<file path="config.mk">
export PLATFORM = sky130hd
export DESIGN_NAME = key_filter_array
export DESIGN_NICKNAME = d
export VERILOG_FILES = /design/src/rtl/key_filter_pkg.sv /design/src/rtl/key_filter_channel.sv /design/src/rtl/key_filter_array.sv
export SDC_FILE = /design/constraint.sdc
export NUM_CORES = 1
export LEC_CHECK = 0
export ABC_AREA = 1
export CORE_MARGIN = 8
export CORE_UTILIZATION = 63
export CTS_CLUSTER_SIZE = 24
export DETAILED_ROUTE_END_ITERATION = 7
export PLACE_DENSITY = 0.81
export SYNTH_ARGS = -nofsm -noshare
export SYNTH_HDL_FRONTEND = slang
export SYNTH_SLANG_ARGS = --single-unit
</file>
<file path="constraint.sdc">
create_clock -name sys_clk -period 2.1 [get_ports sys_clk]
set_clock_uncertainty 0.15 [all_clocks]
set_input_delay 0.315 -clock sys_clk [delete_from_list [all_inputs] [get_ports sys_clk]]
set_output_delay 0.315 -clock sys_clk [all_outputs]
set_load 0.005 [all_outputs]
</file>
<file path="src/rtl/key_filter_pkg.sv">
// key_filter_pkg: shared channel state encoding and counter sizing helpers.
package key_filter_pkg;
  typedef enum logic [2:0] {IDLE, PRESS_FILTER, HELD, LONG_HELD, RELEASE_FILTER} state_t;
  function automatic int clog2(input int v);
    int r;
    int x;
    r = 0;
    x = v - 1;
    while (x > 0) begin
      r++;
      x = x >> 1;
    end
    return (r < 1) ? 1 : r;
  endfunction
  function automatic int cnt_width(input int d, input int l, input int r);
    int m;
    m = (d > l) ? d : l;
    m = (m > r) ? m : r;
    return clog2(m);
  endfunction
endpackage

</file>
<file path="src/rtl/key_filter_channel.sv">
// key_filter_channel: synchroniser, debounce FSM and long-press/repeat timer for one key.
module key_filter_channel import key_filter_pkg::*; #(
  parameter int DEBOUNCE_CYC = 2_000_000,
  parameter int LONG_CYC = 100_000_000,
  parameter int REPEAT_CYC = 20_000_000,
  parameter int ACTIVE_LOW = 0,
  parameter int CW = cnt_width(DEBOUNCE_CYC, LONG_CYC, REPEAT_CYC)
) (
  input  logic sys_clk,
  input  logic sys_rst_n,
  input  logic key_in,
  input  logic repeat_en,
  output logic key_state,
  output logic key_posedge,
  output logic key_negedge,
  output logic key_long,
  output logic key_repeat
);
  logic raw, s1, s2;
  state_t state, origin;
  logic [CW-1:0] cnt;
  assign raw = (ACTIVE_LOW != 0) ? ~key_in : key_in;
  always_ff @(posedge sys_clk or negedge sys_rst_n) begin
    if (!sys_rst_n) begin
      s1 <= 1'b0;
      s2 <= 1'b0;
      state <= IDLE;
      origin <= IDLE;
      cnt <= '0;
      key_state <= 1'b0;
      key_posedge <= 1'b0;
      key_negedge <= 1'b0;
      key_long <= 1'b0;
      key_repeat <= 1'b0;
    end else begin
      s1 <= raw;
      s2 <= s1;
      key_posedge <= 1'b0;
      key_negedge <= 1'b0;
      key_long <= 1'b0;
      key_repeat <= 1'b0;
      case (state)
        IDLE: if (s2) begin
          state <= PRESS_FILTER;
          cnt <= '0;
        end
        PRESS_FILTER: if (!s2) begin
          state <= IDLE;
          cnt <= '0;
        end else if (cnt == CW'(DEBOUNCE_CYC - 1)) begin
          state <= HELD;
          cnt <= '0;
          key_posedge <= 1'b1;
          key_state <= 1'b1;
        end else cnt <= cnt + 1'b1;
        HELD: if (!s2) begin
          state <= RELEASE_FILTER;
          origin <= HELD;
          cnt <= '0;
        end else if (cnt == CW'(LONG_CYC - 1)) begin
          state <= LONG_HELD;
          cnt <= '0;
          key_long <= 1'b1;
        end else cnt <= cnt + 1'b1;
        LONG_HELD: if (!s2) begin
          state <= RELEASE_FILTER;
          origin <= LONG_HELD;
          cnt <= '0;
        end else if (!repeat_en) cnt <= '0;
        else if (cnt == CW'(REPEAT_CYC - 1)) begin
          cnt <= '0;
          key_repeat <= 1'b1;
        end else cnt <= cnt + 1'b1;
        // a release glitch resumes the origin state with a fresh count
        RELEASE_FILTER: if (s2) begin
          state <= origin;
          cnt <= '0;
        end else if (cnt == CW'(DEBOUNCE_CYC - 1)) begin
          state <= IDLE;
          cnt <= '0;
          key_negedge <= 1'b1;
          key_state <= 1'b0;
        end else cnt <= cnt + 1'b1;
        default: begin
          state <= IDLE;
          cnt <= '0;
        end
      endcase
    end
  end
endmodule

</file>
<file path="src/rtl/key_filter_array.sv">
// key_filter_array: NUM_KEYS independent debounced key channels with long-press and auto-repeat.
module key_filter_array import key_filter_pkg::*; #(
  parameter int NUM_KEYS = 8,
  parameter int DEBOUNCE_CYC = 2_000_000,
  parameter int LONG_CYC = 100_000_000,
  parameter int REPEAT_CYC = 20_000_000,
  parameter int ACTIVE_LOW = 0
) (
  input  logic                sys_clk,
  input  logic                sys_rst_n,
  input  logic [NUM_KEYS-1:0] key_in,
  input  logic [NUM_KEYS-1:0] repeat_en,
  output logic [NUM_KEYS-1:0] key_state,
  output logic [NUM_KEYS-1:0] key_posedge,
  output logic [NUM_KEYS-1:0] key_negedge,
  output logic [NUM_KEYS-1:0] key_long,
  output logic [NUM_KEYS-1:0] key_repeat
);
  localparam int CW = cnt_width(DEBOUNCE_CYC, LONG_CYC, REPEAT_CYC);
  for (genvar i = 0; i < NUM_KEYS; i++) begin : g_ch
    key_filter_channel #(
      .DEBOUNCE_CYC(DEBOUNCE_CYC),
      .LONG_CYC(LONG_CYC),
      .REPEAT_CYC(REPEAT_CYC),
      .ACTIVE_LOW(ACTIVE_LOW),
      .CW(CW)
    ) u_ch (
      .sys_clk(sys_clk),
      .sys_rst_n(sys_rst_n),
      .key_in(key_in[i]),
      .repeat_en(repeat_en[i]),
      .key_state(key_state[i]),
      .key_posedge(key_posedge[i]),
      .key_negedge(key_negedge[i]),
      .key_long(key_long[i]),
      .key_repeat(key_repeat[i])
    );
  end
endmodule

</file>
==> results.py <==
metrics = {
    "status": {
        "status": "completed",
    },
    "finish": {
        "instances_no_fill": 3227,
        "areaGrowthSynthToFinish_pct": 18.3,
        "diodes": 0,
        "drive_above_1_share_pct": 14.4,
        "nets": 2838,
        "final_common_cell": "nand2_1",
        "multiInputGateArea_um2": 9880,
        "fillers": 2239,
        "regArea_um2": 7820,
        "layout_common_cells": "nand2_1 (705), nor2_1 (363), inv_1 (340)",
    },
    "clocking": {
        "clk-insertion-delay-late_ns": 0.52,
        "path_clk_slew_ns": 0.06,
        "htreeDepth": 2,
        "cts_made_buffers": 35,
        "tritoncts": "yes",
        "cts-root-buf": "clkbuf_16",
        "cts.path.max_buffers": 3,
        "clock-sinks": 312,
    },
    "synthesis": {
        "syn_area_per_cell_um2": 7.16,
        "synth_top_area_share_pct": 40.9,
        "async_reset_ff_share_pct": 100,
        "synth_area_leader_cell": "dfrtp_1",
        "ys_ff_latch": 312,
        "yosys-top-cells-area": "dfrtp_1 (41%), nand2_1 (14%), nor2_1 (7.5%), inv_1 (6.8%), nand3_1 (5.0%)",
        "synth_compound_area_share_pct": 6.49,
        "syn-num-nets": 2692,
        "yosysUniqueCellTypes": 50,
        "synth_ff_type": "dfrtp_1",
        "syn-cell-area_um2": 19100,
        "synth.area.mux_share_pct": 0.0524,
        "synth-adder-area-share_pct": 0.524,
        "yosys_warnings": 0,
        "yosysSeqAreaShare_pct": 40.9,
        "syn_inst": 2666,
        "synthXorXnorAreaFrac_pct": 6.19,
        "synthSimpleGateAreaFrac_pct": 35.8,
        "synth_top_family_by_area": "simple AND/OR/NAND/NOR gates",
        "synth_edf_count": 0,
    },
    "flow_run": {
        "maxCapViolations": 0,
    },
    "global_routing": {
        "grt_usage_pct": 25.4,
        "antenna_found_initial": 0,
        "grt_max_degree": 60,
        "grt_pass1_wl_mm": 78.9,
        "grt-ovfl-total": 0,
        "grt_pass1_vias": 16915,
    },
    "floorplan": {
        "core-area_um2": 29700,
        "fp.dieW_um": 190,
        "io_pins": 58,
        "dieArea_um2": 36100,
        "initial_core_util_pct": 64.3,
        "die_h_um": 190,
        "rows": 63,
    },
    "sta": {
        "setup_viol": 0,
        "slew_viol_final": 0,
        "slew_headroom_pct": 68.5,
        "fin_crit_sh_pct": 99.9,
        "rsz0062_at_grt": "yes",
        "period_minus_slack_ns": 2.10,
        "fmax_mhz": 477,
        "hold_viol_final": 0,
        "worst_slew_pin_slew_ns": 0.472,
        "tns_ns": 0,
    },
    "critical_path": {
        "arrival_ns": 2.34,
        "critPathRequiredTime_ns": 2.34,
        "startpoint_type": "flop",
        "crit_fanout": 7,
        "crit_start": "g_ch[4].u_ch.cnt[1]",
        "critPathKind": "reg -> reg",
        "cp-end-kind": "flop",
        "r2r-start": "g_ch[4].u_ch.cnt[1]",
    },
    "placement": {
        "placed_cells": 3127,
        "portBuffers": 57,
        "dp_hpwl_mm": 33.6,
        "gp_congestion": 0.956,
    },
    "route": {
        "vias_per_cell": 5.55,
        "drtPass1Iterations": 6,
        "wl_mm": 47.6,
        "drtIter0Drc": 1599,
        "drc": 0,
        "avgRoutedWirePerCell_um": 14.8,
        "routed-via-count": 17899,
        "final_antenna_net_count": 0,
    },
    "power": {
        "vdd.ir_drop.worst_mv": 0.850,
        "total_power_mw": 18.1,
        "p_leak_nw": 10.5,
        "power_density_nw_per_um2": 802,
    },
    "worst_hold_path": {
        "hold_class": "in -> reg",
        "worstHoldStart": "key_in[7]",
    },
}
==> synthesized netlist by cell type (all sizes together) (7+ instances only) <==
master and number:
dfrtp 312, a31oi 7, inv 352, nor2 416
a21boi 8, nand4 76, nor4 7, o21ai 118
xor2 108, xnor2 27, nor3 121, nand2 737
o22ai 21, buf 71, nand3 199, o211ai 12
ha 8, a21oi 17, clkbuf 16, o21bai 9
==> area by class of cell <==
class	instances	share of cell area [%]
multi-input cells	1913	43.7
flip-flops and latches	312	34.6
repair buffers	195	8.24
well taps	390	2.16
clock inverters	13	0.548
inverters	355	5.94
clock buffers	49	4.74
==> kinds of logic (layout without fill, tap and decap cells) <==
family / after synthesis / after routing
mux: 1 / 1
fa+ha+maj: 8 / 8
buf+inv: 442 / 612
compound gates: 194 / 194
simple gates: 1574 / 1575
flops: 312 / 312
xor+xnor: 135 / 135
==> routing by layer <==
layer	up-vias	track usage, %	share of wire (%)
met1	8427	34.6	44
met5	-	0	0
met4	0	6.98	2.2
met3	101	3.26	6.0
met2	654	42.3	48
li1	8717	-	-
==> power breakdown <==
group | leakage (nW) | internal (mW) | total, mW | switching (mW)
sequential | 4.22 | 6.42 | 6.76 | 0.338
clock | 0.594 | 3.80 | 6.23 | 2.42
combinational | 5.69 | 1.88 | 5.14 | 3.26
total | 10.5 | 12.1 | 18.1 | 6.02
==> timing repair <==
item                       in CTS  in global routing
resized for setup               4                148
hold endpoints to repair      108                  0
setup buffers                   4                 27
cloned                          0                  6
hold buffers                    1                  0
pin swaps                       2                 35
setup endpoints to repair      52                212
==> state kept, by name, indices dropped and copies added, names as in the netlist <==
signal / count
g_ch.u_ch.key_long: 8
g_ch.u_ch.s2: 8
g_ch.u_ch.state: 24
g_ch.u_ch.s1: 8
g_ch.u_ch.key_repeat: 8
g_ch.u_ch.cnt: 216
g_ch.u_ch.key_negedge: 8
g_ch.u_ch.origin: 16
g_ch.u_ch.key_state: 8
g_ch.u_ch.key_posedge: 8
==> worst paths after layout <==
kind                                             to  slack [ns]  cells past startpoint
max                             g_ch[4].u_ch.cnt[5]       0.003                     11
min                                 g_ch[7].u_ch.s1        0.09                      1
max reg2reg                     g_ch[4].u_ch.cnt[5]       0.003                     11
min reg2reg                         g_ch[7].u_ch.s2        0.20                      0
max in group asynchronous       g_ch[1].u_ch.cnt[3]        0.92                      3
min in group asynchronous  g_ch[4].u_ch.key_negedge        0.15                      2
==> critical path: stages, from the launching register on <==
cell	delay [ns]
dfrtp_1	0.35
ha_2	0.21
nand2_2	0.07
nor2_4	0.17
nand2_2	0.09
nor2_2	0.16
nand3_2	0.11
nand2_2	0.12
nand2_4	0.07
nor2_4	0.20
clkbuf_16	0.20
o22ai_2	0.06
==> metrics by stage <==
| stage | instance area (µm²) | setup WS (ns) | hold slack [ns] | utilization, % |
|---|---|---|---|---|
| floorplan | 19100 | 0.177 | -0.131 | - |
| detailed placement | 20500 | -0.103 | 0.127 | 69.0 |
| finish | 22600 | 0.00300 | 0.0916 | 76.0 |
| global route | 22600 | -0.116 | 0.0717 | 76.0 |
| global placement | 20500 | -0.00137 | 0.120 | 69.0 |
| CTS | 21800 | 0.000766 | 0.0725 | 73.2 |
No activity file was read; power rests on OpenSTA's default activity.
